<file path="config.mk">
export PLATFORM = sky130hd
export DESIGN_NAME = display_sync_decoder
export DESIGN_NICKNAME = d
export VERILOG_FILES = /design/src/rtl/display_pkg.sv /design/src/rtl/display_axis_meas.sv /design/src/rtl/display_sync_decoder.sv
export SDC_FILE = /design/constraint.sdc
export NUM_CORES = 1
export LEC_CHECK = 0
export ABC_CLOCK_PERIOD_IN_PS = 3760
export CORE_MARGIN = 2
export CORE_UTILIZATION = 50
export CTS_CLUSTER_SIZE = 12
export DETAILED_ROUTE_END_ITERATION = 10
export PLACE_DENSITY = 0.77
export SLEW_MARGIN = 15
export SYNTH_ARGS = -nofsm -noshare
export SYNTH_HDL_FRONTEND = slang
export SYNTH_HIERARCHICAL = 1
export SYNTH_SLANG_ARGS = --single-unit
</file>
<file path="constraint.sdc">
create_clock -name clk_pix -period 3.76 [get_ports clk_pix]
set_input_delay 0.564 -clock clk_pix [delete_from_list [all_inputs] [get_ports clk_pix]]
set_output_delay 0.564 -clock clk_pix [all_outputs]
set_load 0.005 [all_outputs]
</file>
<file path="src/rtl/display_pkg.sv">
// Shared types and default 640x480 timing for the display sync receive path.
package display_pkg;

  typedef enum logic [1:0] {
    SEARCH  = 2'd0,
    ACQUIRE = 2'd1,
    LOCKED  = 2'd2
  } lock_state_e;

  localparam int unsigned DEF_CORDW       = 16;
  localparam int unsigned DEF_H_RES       = 640;
  localparam int unsigned DEF_V_RES       = 480;
  localparam int unsigned DEF_H_TOTAL     = 800;
  localparam int unsigned DEF_V_TOTAL     = 525;
  localparam int unsigned DEF_LOCK_FRAMES = 2;

endpackage

</file>
<file path="src/rtl/display_axis_meas.sv">
// Lead-to-lead period counter for one timing axis; counts 'inc' events between
// 'lead' strobes and latches the saturated period, including an inc on the lead itself.
module display_axis_meas #(
  parameter int unsigned W = 16
) (
  input  logic         clk_pix,
  input  logic         rst_pix_n,
  input  logic         inc,
  input  logic         lead,
  output logic [W-1:0] cnt,
  output logic [W-1:0] period,
  output logic [W-1:0] period_next
);

  localparam logic [W-1:0] CMAX = '1;

  logic [W-1:0] cnt_inc;

  assign cnt_inc     = (inc && cnt != CMAX) ? cnt + 1'b1 : cnt;
  assign period_next = lead ? cnt_inc : period;

  // NOTE: state registers use non-blocking assignments so every flop samples pre-edge values.
  always_ff @(posedge clk_pix or negedge rst_pix_n) begin
    if (!rst_pix_n) begin
      cnt    <= '0;
      period <= '0;
    end else begin
      cnt    <= lead ? '0 : cnt_inc;
      period <= period_next;
    end
  end

endmodule

</file>
<file path="src/rtl/display_sync_decoder.sv">
// Recovers active-area coordinates from hsync/vsync/de, measures line and frame
// geometry, and tracks lock against the expected video mode.
module display_sync_decoder
  import display_pkg::*;
#(
  parameter int unsigned CORDW       = DEF_CORDW,
  parameter int unsigned H_RES       = DEF_H_RES,
  parameter int unsigned V_RES       = DEF_V_RES,
  parameter int unsigned H_TOTAL     = DEF_H_TOTAL,
  parameter int unsigned V_TOTAL     = DEF_V_TOTAL,
  parameter bit          H_POL       = 1'b0,
  parameter bit          V_POL       = 1'b0,
  parameter int unsigned LOCK_FRAMES = DEF_LOCK_FRAMES
) (
  input  logic             clk_pix,
  input  logic             rst_pix_n,
  input  logic             hsync,
  input  logic             vsync,
  input  logic             de,
  output logic             de_o,
  output logic [CORDW-1:0] sx,
  output logic [CORDW-1:0] sy,
  output logic             line,
  output logic             frame,
  output logic [CORDW-1:0] h_total_m,
  output logic [CORDW-1:0] h_active_m,
  output logic [CORDW-1:0] v_total_m,
  output logic [CORDW-1:0] v_active_m,
  output logic             locked,
  output logic             lock_lost
);

  localparam logic [CORDW-1:0] CMAX      = '1;
  localparam logic [CORDW-1:0] H_TOTAL_C = CORDW'(H_TOTAL);
  localparam logic [CORDW-1:0] H_RES_C   = CORDW'(H_RES);
  localparam logic [CORDW-1:0] V_TOTAL_C = CORDW'(V_TOTAL);
  localparam logic [CORDW-1:0] V_RES_C   = CORDW'(V_RES);
  localparam logic [CORDW-1:0] WDOG_C    = CORDW'(2 * H_TOTAL);
  localparam int unsigned      GW        = $clog2(LOCK_FRAMES + 1);
  localparam logic [GW-1:0]    LOCK_C    = GW'(LOCK_FRAMES);

  function automatic logic [CORDW-1:0] sat_inc(input logic [CORDW-1:0] v);
    return (v == CMAX) ? v : v + 1'b1;
  endfunction

  logic             hs_a, vs_a, hs_q, vs_q;
  logic             hs_lead, vs_lead, de_rise, de_fall;
  logic             frame_pend;
  logic [CORDW-1:0] v_act_cnt;
  logic [CORDW-1:0] h_cnt, v_cnt_unused;
  logic [CORDW-1:0] h_total_next, v_total_next, h_active_next;
  logic             match, wdog;
  lock_state_e      state_q, state_d;
  logic [GW-1:0]    good_q, good_d;
  logic             lost_d;

  // Edges are taken from the live input against its registered copy so that the
  // resulting coordinate registers land exactly one clock after the de sample.
  assign hs_a    = H_POL ? hsync : ~hsync;
  assign vs_a    = V_POL ? vsync : ~vsync;
  assign hs_lead = hs_a & ~hs_q;
  assign vs_lead = vs_a & ~vs_q;
  assign de_rise = de & ~de_o;
  assign de_fall = ~de & de_o;

  display_axis_meas #(.W(CORDW)) u_h_meas (
    .clk_pix     (clk_pix),
    .rst_pix_n   (rst_pix_n),
    .inc         (1'b1),
    .lead        (hs_lead),
    .cnt         (h_cnt),
    .period      (h_total_m),
    .period_next (h_total_next)
  );

  display_axis_meas #(.W(CORDW)) u_v_meas (
    .clk_pix     (clk_pix),
    .rst_pix_n   (rst_pix_n),
    .inc         (hs_lead),
    .lead        (vs_lead),
    .cnt         (v_cnt_unused),
    .period      (v_total_m),
    .period_next (v_total_next)
  );

  assign h_active_next = de_fall ? sat_inc(sx) : h_active_m;

  always_ff @(posedge clk_pix or negedge rst_pix_n) begin
    if (!rst_pix_n) begin
      hs_q       <= 1'b0;
      vs_q       <= 1'b0;
      de_o       <= 1'b0;
      sx         <= '0;
      sy         <= '0;
      line       <= 1'b0;
      frame      <= 1'b0;
      frame_pend <= 1'b0;
      v_act_cnt  <= '0;
      h_active_m <= '0;
      v_active_m <= '0;
    end else begin
      hs_q       <= hs_a;
      vs_q       <= vs_a;
      de_o       <= de;
      line       <= de & (de_rise | vs_lead);
      frame      <= de & (vs_lead | (frame_pend & de_rise));
      h_active_m <= h_active_next;
      // A vs lead inside active video restarts the frame on the spot.
      if (vs_lead)      frame_pend <= ~de;
      else if (de_rise) frame_pend <= 1'b0;
      if (de_rise || (de && vs_lead)) sx <= '0;
      else if (de)                    sx <= sat_inc(sx);
      if (vs_lead)      sy <= '0;
      else if (de_fall) sy <= sat_inc(sy);
      if (vs_lead)      v_act_cnt <= '0;
      else if (de_fall) v_act_cnt <= sat_inc(v_act_cnt);
      if (vs_lead)      v_active_m <= v_act_cnt;
    end
  end

  assign match = (h_total_next == H_TOTAL_C) && (h_active_next == H_RES_C) &&
                 (v_total_next == V_TOTAL_C) && (v_act_cnt == V_RES_C);
  assign wdog  = (h_cnt >= WDOG_C);

  // NOTE: every always_comb output gets a default first so no path can infer a latch.
  always_comb begin
    state_d = state_q;
    good_d  = good_q;
    lost_d  = 1'b0;
    unique case (state_q)
      SEARCH: begin
        if (vs_lead) begin
          state_d = ACQUIRE;
          good_d  = '0;
        end
      end
      ACQUIRE: begin
        if (wdog) begin
          state_d = SEARCH;
        end else if (vs_lead) begin
          if (match) begin
            good_d = good_q + 1'b1;
            if (good_q + 1'b1 == LOCK_C) state_d = LOCKED;
          end else begin
            good_d = '0;
          end
        end
      end
      LOCKED: begin
        if (wdog || (vs_lead && !match)) begin
          state_d = SEARCH;
          lost_d  = 1'b1;
        end
      end
      default: state_d = SEARCH;
    endcase
  end

  always_ff @(posedge clk_pix or negedge rst_pix_n) begin
    if (!rst_pix_n) begin
      state_q   <= SEARCH;
      good_q    <= '0;
      locked    <= 1'b0;
      lock_lost <= 1'b0;
    end else begin
      state_q   <= state_d;
      good_q    <= good_d;
      locked    <= (state_d == LOCKED);
      lock_lost <= lost_d;
    end
  end

endmodule

</file>
---- Word level (Yosys, flattened, before mapping) ----
Index checks and enable logic that the tools add are counted.
storage, ports and cells
  flip-flop bits (word level) ............. 156
  latch bits .............................. 0
  RAM bits ................................ 0
  memory bits (read-only) ................. 0
  bits of input ports ..................... 5
  output and inout bits ................... 101
  word-level logic and storage cells ...... 108
  memories kept ........................... 0
cells by class
  add/subtract/negate cells ............... 6
  $mul .................................... 0
  div/mod/pow operators ................... 0
  $lt $le $gt $ge ......................... 1
  eq/ne operators ......................... 18
  shift-type cells ........................ 0
  multiplexer cells ....................... 32
  bitwise gates (word level) .............. 15
  reduce and logical (&&, ||, !) cells .... 17
operators with widths
  cell                                                                                    number
  16-bit two-way mux                                                                      16
  16-bit by 1-bit adder with 16-bit output (second input constant)                        5
  16-bit by 10-bit equality test with 1-bit output (second input constant)                3
  16-bit equality test (second input constant)                                            3
  16-bit inequality test (second input constant)                                          2
  2-bit two-way mux                                                                       10
  16-bit by 9-bit equality test with 1-bit output (second input constant)                 1
  16-bit by 11-bit greater-or-equal comparator with 1-bit output (second input constant)  1
  2-bit by 1-bit inequality test with 1-bit output (second input constant)                4
  2-bit nonzero test                                                                      4
  1-bit bitwise AND                                                                       7
  2-bit equality test (second input constant)                                             3
  1-bit logical AND                                                                       6
  1-bit NOT                                                                               6
  2-bit one-hot mux with 3 select lines                                                   1
  1-bit two-way mux                                                                       4
  2-bit one-hot mux with 2 select lines                                                   1
  2-bit AND reduction                                                                     2
  4-bit AND reduction                                                                     1
  2-bit by 1-bit adder with 2-bit output (second input constant)                          1
  2-bit by 1-bit equality test with 1-bit output (second input constant)                  1
  2-bit logical NOT                                                                       1
  1-bit logical OR                                                                        2
  2-bit inequality test (second input constant)                                           1
  other kinds (2)                                                                         3

---- Depth between registers and ports, before layout ----
Gate-level depths: netlist (run 1).
  word-level depth ........................ 14
  mapped depth ............................ 15
  gate-level depth less buffers ........... 12

---- Modules after synthesis ----
The synthesis (run 1) kept the hierarchy.
modules (own cells, without submodules)
  module                instances  cells each  area an instance (um^2)  sequential area each (um^2)
  display_sync_decoder  1          525         4730.8                   2302.2
  display_axis_meas     2          151         1544.0                   800.8

---- Worst setup path before layout (run 1) ----
No wires, ideal clock.
  path type ............................... input -> register
  start point ............................. input vsync
  end point ............................... register state_q[0]
  library setup time ...................... 0.126 ns
  data arrival time ....................... 3.602 ns
  data required time ...................... 3.634 ns
  path slack .............................. 0.032 ns
  cell stages on the path ................. 15
  path buffers ............................ 4
  cells stage by stage .................... or2_2 -> inv_1 -> clkbuf_1 -> buf_1 -> buf_1 -> clkbuf_1 -> nor2_1 -> a31oi_1 -> nor4b_1 -> nand4_1 -> nor4_1 -> nand4b_1 -> nor4_1 -> nand2_2 -> o311a_1
on the way
  longest elaborated chain between the ends .. 11
  elaborated cells on any way between the ends .. 15
  those cells by class .................... eq/ne (1); mux (7); bitwise (2); reduce/logical (5)
ends and longest elaborated chain
  item                                                  RTL line                     source
  start, declared                                       display_sync_decoder.sv:18   input logic vsync,
  1-bit NOT (*)                                         display_sync_decoder.sv:60   assign vs_a = V_POL ? vsync : ~vsync;
  1-bit bitwise AND (*)                                 display_sync_decoder.sv:62   assign vs_lead = vs_a & ~vs_q;
  named net vs_lead                                     display_sync_decoder.sv:47   logic hs_lead, vs_lead, de_rise, de_fall;
  16-bit two-way mux (*)                                display_axis_meas.sv:20      assign period_next = lead ? cnt_inc : period;
  named net v_total_next[9]                             display_sync_decoder.sv:51   logic [CORDW-1:0] h_total_next, v_total_next, h_active_next;
  16-bit by 10-bit equality test with 1-bit output (*)  display_sync_decoder.sv:122  (v_total_next == V_TOTAL_C) && (v_act_cnt == V_RES_C);
  1-bit logical AND (*)                                 display_sync_decoder.sv:121  assign match = (h_total_next == H_TOTAL_C) && (h_active_next == H_RES_C) &&
  1-bit logical AND (*)                                 display_sync_decoder.sv:122
  1-bit logical NOT                                     display_sync_decoder.sv:150  if (wdog || (vs_lead && !match)) begin
  1-bit logical AND                                     display_sync_decoder.sv:150
  1-bit logical OR                                      display_sync_decoder.sv:150
  2-bit two-way mux                                     display_sync_decoder.sv:150
  2-bit one-hot mux with 3 select lines (*)             display_sync_decoder.sv:130  unique case (state_q)
  named net state_d[0]                                  display_sync_decoder.sv:53   lock_state_e state_q, state_d;
  end signal, assigned                                  display_sync_decoder.sv:166  state_q <= state_d;
  end, declared                                         display_sync_decoder.sv:53
The timed path passes the listed nets; every way through them passes the cells marked *.
A chain may end at the register's enable or synchronous reset.

---- Worst setup path after layout (run 1) ----
  start point ............................. register u_h_meas.cnt[8]
  end point ............................... register state_q[0]
on the way
  longest elaborated chain between the ends .. 12
  elaborated cells on any way between the ends .. 17
  those cells by class .................... add/sub (1); order compare (1); eq/ne (2); mux (7); reduce/logical (6)
ends and longest elaborated chain
  item                                                                                       RTL line                     source
  start, declared                                                                            display_axis_meas.sv:10      output logic [W-1:0] cnt,
  start signal, assigned                                                                     display_axis_meas.sv:28      cnt <= lead ? '0 : cnt_inc;
  16-bit by 1-bit adder with 16-bit output / 16-bit inequality test (equally long branches)  display_axis_meas.sv:19      assign cnt_inc = (inc && cnt != CMAX) ? cnt + 1'b1 : cnt;
  16-bit two-way mux (*)                                                                     display_axis_meas.sv:19
  16-bit two-way mux (*)                                                                     display_axis_meas.sv:20
  named net h_total_next[13]                                                                 display_sync_decoder.sv:51
  16-bit by 10-bit equality test with 1-bit output (*)                                       display_sync_decoder.sv:121
  1-bit logical AND (*) (2 in series)                                                        display_sync_decoder.sv:121
  1-bit logical AND (*)                                                                      display_sync_decoder.sv:122
  1-bit logical NOT                                                                          display_sync_decoder.sv:150
  1-bit logical AND                                                                          display_sync_decoder.sv:150
  1-bit logical OR                                                                           display_sync_decoder.sv:150
  2-bit two-way mux                                                                          display_sync_decoder.sv:150
  2-bit one-hot mux with 3 select lines (*)                                                  display_sync_decoder.sv:130
  named net state_d[0]                                                                       display_sync_decoder.sv:53
Marks and branches as above.

==> metrics, run 1 <==
Synth Register Bits 156; Die ar. 16,700 µm²; register area approximately 3900 µm²; root buf cell clkbuf_16; Worst EP required 4080 ps; YS warnings 6; syn_area_per_cell 9.45 µm²; final setup TNS 0 ps; Synth Flop Type dfrtp_1; final setup vio count 0; # nets final slightly below 1k; clock-pin slew on the worst setup and hold paths 70 ps; DP Worst Slack -210 ps; final worst setup slack 227 ps; initial antenna violation count 0; post-synth cell types 64; post-route ant nets 0; WP buf/inv 2; fin area 9960 µm²; CTS Buf Count 17; slowest cell on the critical path nor4_4; Pre-antenna DRT Iters 5; pin count of the biggest net entering global routing 80; clock skew 8.72 ps; Die Y 129 µm; global-route wire length before repair 30,800 µm; period utilization 94.0%; Core Box Area about 15,000 µm²; CTS Hold Bufs 0; Overflow after GRT 0; sequential fraction of the synthesis area between 40% and 50%; f_max 283 MHz; Crit Path Max Fanout 8; DPL Wire Length 13,200 µm; crit path DAT 3850 ps; port bufs approximately 110; Fin Hold WS 151 ps; TritonCTS Sinks between 150 and 200; row cnt 45; # DRC 0; DP Area 9250 µm²; Post-Route WL 19,100 µm; die width between 100 and 150 µm; Vias/cell 5.70; Fillers approximately 1.2k; max_cap viols 0; Top Ports 106; Cell Area, Synth 7820 µm²; CP max stage delay between 500 and 600 ps; worst skew pair latency 430 ps; CTS tree built; Leakage 4.28 nW; Cells after Synth 827; Final Max Slew Viols 0; wire per inst roughly 16 µm; CTS max path bufs 2; number of synthesized flops with an enable pin 0; initial core utilization 51.2%; pwr dens 408 nW/µm²; Area Growth Syn to Fin 27.4%; Cell Chain, Critical Path nand4_4, nor4_4, or4_1, a31oi_1, nor4b_1, buf_4, nand4_1, nor4_2, nand4b_1, nor4_1, buf_4, nand2_2, o311a_1; CP delay by family, top simple AND/OR/NAND/NOR gates; Tightest Pin Transition 874 ps; outcome finished, final reports clean; Slew HR 41.2%; HP Class primary input to asynchronous set/reset pin; Setup crit end kind flop; multi-input logic area 3770 µm²; fin crit period approximately 3500 ps; critical path type flop to flop; GR Util All Layers 23.4%; Finished Core Util between 60% and 70%; Async S/R FF share, synth between 90% and 100%; Critical Path Source Type flop; Starting DRT DRC Count between 400 and 500; GP Congestion between 0.8 and 0.9; Max IR drop VDD 372 µV; Vias between 6k and 7k; H-tree depth 4; share of layout cells above drive strength 1 around 11%; final hold vios 0; CP most frequent cell buf_4; vias in the first global route approximately 6k; Ant. Diodes 0
-- synth_stat cells (15+ instances only) --
library cell  count  share of area [%]
nand2_1         119                5.7
a31oi_1          24                1.9
nor2_1           88                4.2
nand3_1          27                1.7
a21oi_1          44                2.8
nor3_1           24                1.5
dfrtp_1         156                 50
clkbuf_1         29                1.4
nor4_1           21                1.7
xor2_1           15                1.7
inv_1            22                1.1
o21ai_0          49                3.1
xnor2_1          19                2.1
-- placed cells by master, fill, tap and decap left out, drive strengths merged, types with 26 or more instances in the layout --
cell,Yosys,layout
nor4,26,26
clkdlybuf4s50,0,104
nand3,30,30
nor2,88,88
nand2,120,120
a21oi,45,45
o21ai,51,51
dfrtp,156,156
inv,22,26
buf,11,34
-- kinds of logic after synthesis --
logic type                 count (synthesis)  synth area share [%]
and+or+nand+nor                          390                  27.2
adders and majority gates                  7                  1.12
muxes                                      8                  1.02
AOI/OAI and AO/OA                        169                  13.6
buffers and inverters                     62                  3.26
other                                      1                0.0480
xor gates and xnor gates                  34                  3.81
DFF                                      156                  49.9
-- through the flow --
step	power (mW)	std cells
2_1_floorplan	2.04	833
3_3_place_gp	2.29	1141
3_5_place_dp	2.30	1141
4_1_cts	4.09	1173
5_1_grt	4.22	1175
6_report	4.07	1175
-- state kept, by name, indices dropped and copies added, names as in the netlist, 2 cells and up --
signal,cells
u_h_meas/cnt,16
state_q,2
u_h_meas/period,16
v_active_m,16
sy,16
h_active_m,16
v_act_cnt,16
sx,16
u_v_meas/period,16
u_v_meas/cnt,16
good_q,2
-- timing repair --
| action | CTS | global route |
|---|---|---|
| setup endpoints to repair | 0 | 6 |
| gates resized for setup | 0 | 12 |
| setup buffers | 0 | 1 |
-- power breakdown --
part | switching (mW) | internal [mW]
combinational | 0.223 | 0.212
clock | 0.739 | 1.06
sequential | 0.0750 | 1.76
-- layout make-up --
type / instances / share of cell area [%]
Multi-Input combinational cell: 616 / 37.8
Clock inverter: 15 / 1.90
Tap cell: 211 / 2.65
Timing Repair Buffer: 138 / 13.3
Inverter: 22 / 0.829
Sequential cell: 156 / 39.2
Clock buffer: 17 / 4.27
-- worst paths after layout --
check	startpoint	end	slack, ps	depth (start not counted)
worst min register to register	v_active_m[10]	v_active_m[10]	480	2
worst max-delay path	u_h_meas/cnt[8]	state_q[0]	230	13
max in group asynchronous	rst_pix_n	sx[12]	2720	2
worst min-delay path	rst_pix_n	u_v_meas/cnt[5]	150	1
min in group clk_pix	v_active_m[10]	v_active_m[10]	480	2
worst max register to register	u_h_meas/cnt[8]	state_q[0]	230	13
-- per-layer routing --
metal	track usage [%]	vias to the layer above	share of wire, %	wire length [µm]
met4	5.95	0	1.2	231
met2	37.0	160	48	9130
met1	33.0	3271	46	8800
met5	0	-	0	0
li1	-	3240	-	-
met3	5.41	24	4.9	937
(Power assumes the default switching activity.)
==> run 2: changes to the inputs <==
--- a/config.mk
+++ b/config.mk
@@ -6,7 +6,7 @@
 export NUM_CORES = 1
 export LEC_CHECK = 0
 export ABC_CLOCK_PERIOD_IN_PS = 3760
-export CORE_MARGIN = 2
+export CORE_MARGIN = 5
 export CORE_UTILIZATION = 50
 export CTS_CLUSTER_SIZE = 12
 export DETAILED_ROUTE_END_ITERATION = 10
==> run 2 against run 1 <==
Register-to-register slack gained 70 ps. Critical path depth grew 1. Count of clock-buffer cells in the layout grew 1. Via count is essentially flat. Die area grew 9.5%. Largest power group unchanged. Sequential cell count is the same. Power shrank 1.8%. Hold slack gained 89 ps. Final cell count grew 0.34%. Sequential share of layout area shrank 0.059 points. First-iteration DRC count grew 2.0%.
==> metrics, run 2 (synthesis results as in run 1) <==
outcome finished, final reports clean; port bufs 105 (unchanged); DP Worst Slack -222 ps (-12.1 ps); worst skew pair latency 430 ps (about the same); met2 Use GR 34.9% (-2.2 points); GR Util All Layers 22.0% (-1.4 points); met3 GRT Util 5.03% (-0.38 points); critical path type primary input to flop; Area Growth Syn to Fin 27.6%; Overflow after GRT 0 (unchanged); unrepaired setup endpoints after global routing false; # DRC 0 (unchanged); max_cap viols 0 (unchanged); H-tree depth 4 (unchanged); CTS Hold Bufs 0 (unchanged); Final Max Slew Viols 0 (unchanged); Crit Path Max Fanout 5 (-3); wire per inst 16.6 µm (+2.2%); most common cell after layout, fill and taps aside dfrtp_1; Post-Route WL 19,600 µm (+2.6%); crit path DAT 3790 ps (-60 ps); CTS max path bufs 2 (unchanged); gr busiest metal met2; Setup crit end kind flop; WP buf/inv 2 (unchanged); Vias 6,690 (-0.075%); Die ar. 18,200 µm² (+9.5%); Cell Chain, Critical Path clkdlybuf4s50_1, nor2_4, and4_4, nand3_4, o31ai_1, a31oi_1, nor4b_1, nand4_1, nor4_2, nand4b_1, nor4_2, buf_4, nand2_2, o311a_1; HP Class primary input to asynchronous set/reset pin; GP Congestion 0.851 (-2.0%); CTS Buf Count 17 (unchanged); vias in the first global route 6,451 (+6.1%); register area 3910 µm² (unchanged); Critical Path Source Type primary input; # nets final 967 (+0.42%); clock-pin slew on the worst setup and hold paths 60 ps (about the same); CP max stage delay 450 ps (-70 ps); final hold vios 0 (unchanged); pwr dens 400 nW/µm² (-2.0%); CTS tree built; Tightest Pin Transition 905 ps (+31.4 ps); Die Y 135 µm (+4.6%); clock skew 8.88 ps (+0.158 ps); commonest non-fill, non-tap cells in the layout dfrtp_1, nand2_1, clkdlybuf4s50_1; post-route ant nets 0 (unchanged); fin crit period 3470 ps (-59.5 ps); Core Box Area 15,300 µm² (unchanged); initial core utilization 51.2% (unchanged); final setup vio count 0 (unchanged); global routing usage on met1 30.2% (-2.8 points); Finished Core Util 65.4% (+0.098 points); multi-input logic area 3790 µm² (+0.60%); Top Ports 106 (unchanged); die width 135 µm (+4.6%); period utilization 92.4% (-1.6 points); Worst EP required 4080 ps (about the same); TritonCTS Sinks 156 (unchanged); Fillers 1,262 (+1.9%); Vias/cell 5.67 (-0.41%); Leakage 4.29 nW (+0.38%); Slew HR 39.1% (-2.1 points); pin count of the biggest net entering global routing 101 (+26%); CP most frequent cell nor4_2; initial antenna violation count 0 (unchanged); global-route wire length before repair 32,500 µm (+5.3%); Pre-antenna DRT Iters 6 (+1); DPL Wire Length 13,400 µm (+1.1%); Ant. Diodes 0 (unchanged); Max IR drop VDD 345 µV (-7.2%); final worst setup slack 286 ps (+59.5 ps); root buf cell clkbuf_16; slowest cell on the critical path clkdlybuf4s50_1; row cnt 45 (unchanged); CP delay by family, top simple AND/OR/NAND/NOR gates; f_max 288 MHz (+1.7%); Starting DRT DRC Count 509 (+2.0%); share of layout cells above drive strength 1 12.3% (+0.99 points)
==> run 2: final timing paths <==
path,start,endpoint,slack [ps],depth (start not counted)
worst max-delay path,hsync,state_q[0],290,14
worst min-delay path,rst_pix_n,u_v_meas/period[5],240,1
worst max register to register,u_h_meas/cnt[7],state_q[0],300,13
worst min register to register,v_active_m[6],v_active_m[6],480,2
max in group asynchronous,rst_pix_n,v_active_m[2],2570,2
min in group clk_pix,v_active_m[6],v_active_m[6],480,2
==> run 2: layer usage <==
layer,vias up,share of wire [%]
li1,3239,-
met1,3272,45
met2,158,48
met3,21,4.6
met4,0,1.6
met5,-,0
==> run 2: worst register-to-register path, cell delays in order, from the launching register on <==
cell and delay (ps):
dfrtp_1 490, nand4_4 230, nor4_4 480, or4_1 210, a31oi_1 160, nor4b_2 300
buf_4 170, nand4_1 160, nor4_2 290, nand4b_1 150, nor4_2 150, buf_4 150
nand2_2 70, o311a_1 340
==> run 2: layout make-up <==
type / count / area share, %
Clock inverter: 14 / 1.43
Multi-Input combinational cell: 615 / 38.0
Inverter: 22 / 0.828
Clock buffer: 18 / 4.40
Tap cell: 211 / 2.65
Sequential cell: 156 / 39.2
Timing Repair Buffer: 143 / 13.5
==> run 2: per-stage QoR <==
| stage | TNS [ps] | area, µm² | hold WS (ps) | instances | power (mW) |
|---|---|---|---|---|---|
| floorplan | 0 | 7840 | 268 | 833 | 2.04 |
| global placement | -465 | 9280 | 461 | 1146 | 2.30 |
| detailed placement | -882 | 9280 | 462 | 1146 | 2.31 |
| CTS | 0 | 9860 | 288 | 1178 | 4.02 |
| global route | 0 | 9970 | 329 | 1179 | 4.15 |
| finish | 0 | 9970 | 240 | 1179 | 3.99 |
==> run 2: power by group <==
| group | internal (mW) | switching [mW] | leakage, nW |
|---|---|---|---|
| Sequential | 1.76 | 0.0759 | 2.09 |
| Combinational | 0.216 | 0.232 | 1.92 |
| Clock | 0.993 | 0.712 | 0.282 |
| Total | 2.97 | 1.02 | 4.29 |
==> run 2: repair_timing <==
action | in CTS | in global routing
gates resized for setup | 0 | 18
setup buffers | 0 | 1
setup endpoints to repair | 0 | 6
